[config.mk]
export PLATFORM = sky130hd
export DESIGN_NAME = mio_bus
export DESIGN_NICKNAME = d
export VERILOG_FILES = /design/src/rtl/mio_bus.sv
export SDC_FILE = /design/constraint.sdc
export NUM_CORES = 1
export LEC_CHECK = 0
export BUFFER_PORTS_ARGS = -buffer_cell sky130_fd_sc_hd__buf_4
export CELL_PAD_IN_SITES_DETAIL_PLACEMENT = 1
export CELL_PAD_IN_SITES_GLOBAL_PLACEMENT = 1
export CORE_UTILIZATION = 36
export CTS_CLUSTER_DIAMETER = 120
export DETAILED_ROUTE_END_ITERATION = 8
export GPL_TIMING_DRIVEN = 0
export MAX_ROUTING_LAYER = met4
export PLACE_DENSITY = 0.85
export REMOVE_ABC_BUFFERS = 1
export SLEW_MARGIN = 20
export SYNTH_ARGS = -nofsm -noshare
export SYNTH_HDL_FRONTEND = slang
export SYNTH_SLANG_ARGS = --single-unit
[constraint.sdc]
create_clock -name clk -period 2.15 [get_ports clk]
set_input_delay 0.215 -clock clk [delete_from_list [all_inputs] [get_ports clk]]
set_output_delay 0.215 -clock clk [all_outputs]
set_load 0.02 [all_outputs]
[src/rtl/mio_bus.sv]
// mio_bus: CPU memory/IO bridge that decodes requests to a wait-stated data RAM, GPIO and an
// optional free-running cycle counter enabled by defining MIO_COUNTER_EN.
module mio_bus #(
  parameter int RAM_AW   = 10,
  parameter int RAM_WAIT = 2,
  parameter int LED_W    = 8
) (
  input  logic              clk,
  input  logic              reset,
  input  logic              MemRead,
  input  logic              MemWrite,
  input  logic              CPU_MIO,
  input  logic [31:0]       addr_bus,
  input  logic [31:0]       Cpu_data2bus,
  output logic [31:0]       Cpu_data4bus,
  output logic              MIO_ready,
  output logic              bus_err,
  output logic              ram_en,
  output logic              ram_we,
  output logic [RAM_AW-1:0] ram_addr,
  output logic [31:0]       ram_din,
  input  logic [31:0]       ram_dout,
  input  logic [LED_W-1:0]  sw_in,
  output logic [LED_W-1:0]  led_out
);
  typedef enum logic [1:0] {IDLE, ACCESS, RESP} state_t;
  state_t state, state_nx;
  logic [RAM_AW-1:0] addr_q;
  logic [31:0] wdata_q, cnt_rd;
  logic [3:0] wcnt;
  logic [LED_W-1:0] sw_meta, sw_sync;
  logic wr_q, req, start, last, hit_ram, hit_gpio, hit_cnt, hit_none;
  logic unused_addr;
  assign unused_addr = ^{addr_bus[27:RAM_AW+2], addr_bus[1:0]};
`ifdef MIO_COUNTER_EN
  logic [31:0] counter;
  assign hit_cnt = addr_bus[31:28] == 4'hF && addr_bus[2];
  assign cnt_rd = counter;
  // a counter write replaces that cycle's increment
  always_ff @(posedge clk or negedge reset)
    if (!reset) counter <= '0;
    else counter <= (start && MemWrite && hit_cnt) ? Cpu_data2bus : counter + 32'd1;
`else
  assign hit_cnt = 1'b0;
  assign cnt_rd = '0;
`endif
  always_comb begin
    req = (MemRead | MemWrite) & CPU_MIO;
    start = state == IDLE && req;
    last = state == ACCESS && wcnt == 4'd0;
    hit_ram = addr_bus[31:28] == 4'h0;
    hit_gpio = addr_bus[31:28] == 4'hE;
    hit_none = !(hit_ram || hit_gpio || hit_cnt);
    state_nx = state == IDLE ? (req ? (hit_ram ? ACCESS : RESP) : IDLE)
             : state == ACCESS ? (last ? RESP : ACCESS) : IDLE;
    ram_en = state == ACCESS;
    ram_we = last && wr_q;
    ram_addr = addr_q;
    ram_din = wdata_q;
    MIO_ready = state == RESP;
  end
  always_ff @(posedge clk or negedge reset) begin
    if (!reset) begin
      state <= IDLE;
      addr_q <= '0;
      wdata_q <= '0;
      wr_q <= 1'b0;
      wcnt <= '0;
      Cpu_data4bus <= '0;
      bus_err <= 1'b0;
      led_out <= '0;
      sw_meta <= '0;
      sw_sync <= '0;
    end else begin
      state <= state_nx;
      sw_meta <= sw_in;
      sw_sync <= sw_meta;
      if (start) begin
        addr_q <= addr_bus[RAM_AW+1:2];
        wdata_q <= Cpu_data2bus;
        wr_q <= MemWrite;
        wcnt <= 4'(RAM_WAIT - 1);
        if ((MemRead && MemWrite) || hit_none) bus_err <= 1'b1;
        if (MemWrite && hit_gpio) led_out <= Cpu_data2bus[LED_W-1:0];
        // peripheral and unmapped reads resolve at the request edge; RAM reads wait for ram_dout
        if (!MemWrite && !hit_ram)
          Cpu_data4bus <= hit_gpio ? 32'({led_out, sw_sync}) : hit_cnt ? cnt_rd : 32'd0;
      end else if (state == ACCESS) wcnt <= wcnt - 4'd1;
      if (last && !wr_q) Cpu_data4bus <= ram_dout;
    end
  end
endmodule

==> results.md <==
* Vias per std cell at 4.793
* Setup TNS at 0 ps
* Antenna Cells at 0
* CTS tree: yes
* Worst setup SP type: flop
* Worst path slowest cell: dfrtp_1
* Layout cells sized above 1 at 57.11%
* Post-Syn Area at 4314 µm²
* Hold/Removal Path Class: in -> async
* Compound-Gate Fraction of Synth Area at 4.350%
* Finished Core Util at 54.00%
* Worst EP arrival at 2280 ps
* Crit path max fanout at 6
* Final Hold Viols at 19
* Critical path's top delay family: buffers and inverters
* Multiplexer area fraction after synthesis at 24.42%
* M2 GR Usage at 33.46%
* First-pass GRT wire length at 17820 µm
* Final setup viols at 0
* DP Area at 5809 µm²
* Vias after detailed routing at 3010
* Fin crit share at 95.24%
* First-pass DRT Iterations at 7
* Syn Inst Count at 288
* Worst Max-Slew Pin Slew at 949.6 ps
* Die Width at 111.5 µm
* Peak VDD IR at 742.6 µV
* CP cell instances: inv_1, ha_2, nor3b_4, nor3b_4, buf_4, a21oi_4, buf_4, buf_4, a22o_1
* Grt peak-use layer: met2
* Clk Latency, worst-skew pair at 340 ps
* Worst path required time at 2380 ps
* Wirelength, routed at 11070 µm
* Clk slew on worst S/H paths at 70 ps
* Max-Cap Viols at 0
* YS warnings at 0
* Final #Nets at 590
* Fmax at 488.4 MHz
* CP endpoint kind: flop
* Seq/Total Area, Yosys at 61.48%
* GRT Total Usage at 19.25%
* Post-synthesis xor/xnor area fraction at 0%
* Final instance area at 6245 µm²
* Die area at 12430 µm²
* Count of cell types in the netlist at 30
* WP buf/inv at 4
* PortBufs at 176
* Met3 usage at 4.464%
* Slew HR at 36.70%
* Initial core utilization at 37.30%
* Main combinational cell family by area after synthesis: multiplexers
* Leak at 3.236 nW
* CTS max path bufs at 2
* Placed cells at 597
* Detail Placement HPWL at 8007 µm
* # rows at 39
* Routability cong. at 0.7411
* Outcome: complete, but fails checks
* Core box area at 11560 µm²
* Wirelength per Cell at 17.63 µm
* Max incr delay on CP at 410 ps
* Final ANT Viol Nets at 0
* Crit. path cell count at 9
* P&R area growth vs syn at 44.75%
* Iteration-0 DRC Markers at 135
* Final min period at 2048 ps
* Worst R2R Path Depth at 9
* Setup Skew at 5.044 ps
* Most common cell after layout, fill and taps aside: buf_4
* Critical setup path kind: reg -> reg
* CTS Buf Count at 9
* Slew Viols, Final at 0
* GRT overflow at 0
* Met1 Use GR at 21.92%
* Post-synthesis simple-gate area fraction at 5.365%
* Synthesis-stage register bit count at 106
* Number of antenna violations at the first check in global routing at 0
* PD cells at 881.0 nW/µm²
* Vias in the first global route at 3378
* Clock root buffer: clkbuf_16
* Die Y at 111.5 µm
* CTS H-tree lvls at 3
* Commonest cells after routing, fill and taps aside: buf_4, dfrtp_1, mux2_4
* Io pins at 195
* Top cell by count, worst path: buf_4
* Non-filler cells in the finished layout at 628
* Pin count of the biggest net entering global routing at 107
* Fin Hold WS at -9.936 ps
* TritonCTS sink count at 106
* Drt drc at 12
* Average size of a mapped cell at 14.98 µm²
* RSZ-0062 raised after global routing: true
* Synth Area in Adders at 0.2900%
* Failing checks: DRC, hold timing
metal layers:
metal | part of all wire, % | vias to the layer above
li1 | - | 1370
met1 | 40 | 1502
met2 | 53 | 127
met3 | 6.0 | 11
met4 | 1.6 | 0
met5 | 0 | -
cell usage after synthesis (all sizes together):
cell type    n  area, µm²
nor3b        3      38.79
nor2b        1      6.260
o22ai        1      6.260
nand2       24      90.09
or4b         1      10.01
dfrtp      106       2653
a22o        16      140.1
nand2b       1      6.260
o21ai        4      20.02
mux2        67      893.3
and3         2      12.51
a21oi        2      13.76
a21o         1      7.510
nor4b        1      23.77
and4b        1      10.01
nand3        1      5.000
mux2i       16      160.2
inv         19      71.32
ha           1      12.51
nor4         2      12.51
buf         11      93.83
nor2         3      11.26
clkbuf       3      11.26
nor3         1      5.000
power breakdown:
group	switching, mW	internal [mW]	total (mW)
clock network	0.725	0.903	1.63
registers	0.181	2.26	2.44
logic	0.660	0.774	1.43
path summary, 6_finish.rpt:
path	from	to	slack [ps]
worst max register to register	wcnt[1]$_DFFE_PN0P_	Cpu_data4bus[26]$_DFFE_PN0P_	100
worst min-delay path	reset	Cpu_data4bus[21]$_DFFE_PN0P_	-10
max in group asynchronous	reset	sw_meta[0]$_DFF_PN0_	1520
worst max-delay path	wcnt[1]$_DFFE_PN0P_	Cpu_data4bus[26]$_DFFE_PN0P_	100
worst min register to register	sw_meta[7]$_DFF_PN0_	sw_sync[7]$_DFF_PN0_	350
min in group clk	ram_dout[21]	Cpu_data4bus[21]$_DFFE_PN0P_	90
metrics by stage:
step | worst slack (ps) | power, mW | hold slack [ps]
2_1_floorplan | -632.3 | 3.186 | -80.59
3_3_place_gp | -1622 | 3.822 | 325.7
3_5_place_dp | -398.1 | 3.885 | 327.7
4_1_cts | 7.739 | 5.574 | 32.81
5_1_grt | -17.48 | 5.744 | 80.74
6_report | 102.4 | 5.502 | -9.936
cell type report:
class / instances / area, µm²
Fill cell: 1191 / 5320
Multi-Input combinational cell: 149 / 1506
Sequential cell: 106 / 2653
Inverter: 19 / 71.32
Timing Repair Buffer: 195 / 1543
Tap cell: 143 / 178.9
Clock buffer: 9 / 225.2
Clock inverter: 7 / 67.56
what timing repair did:
action / in CTS / in global routing
endpoints found under the hold margin: 8 / 0
resized for setup: 1 / 2
pin swaps: 0 / 0
hold buffers: 8 / 0
setup buffers: 5 / 2
endpoints found under the setup margin: 32 / 29
flip-flops by register name, summed over array words and instances (netlist names):
register	flops
bus_err	1
state	2
ram_din	32
sw_meta	8
wr_q	1
sw_sync	8
led_out	8
wcnt	4
ram_addr	10
Cpu_data4bus	32
cell families after synthesis:
group                    after synthesis
AO/OA/AOI/OAI                         24
adder cells (fa/ha/maj)                1
buffers and inverters                 33
flip-flops                           106
multiplexers                          83
AND/OR/NAND/NOR                       41
Note: power is estimated with default switching activity, not from simulation.
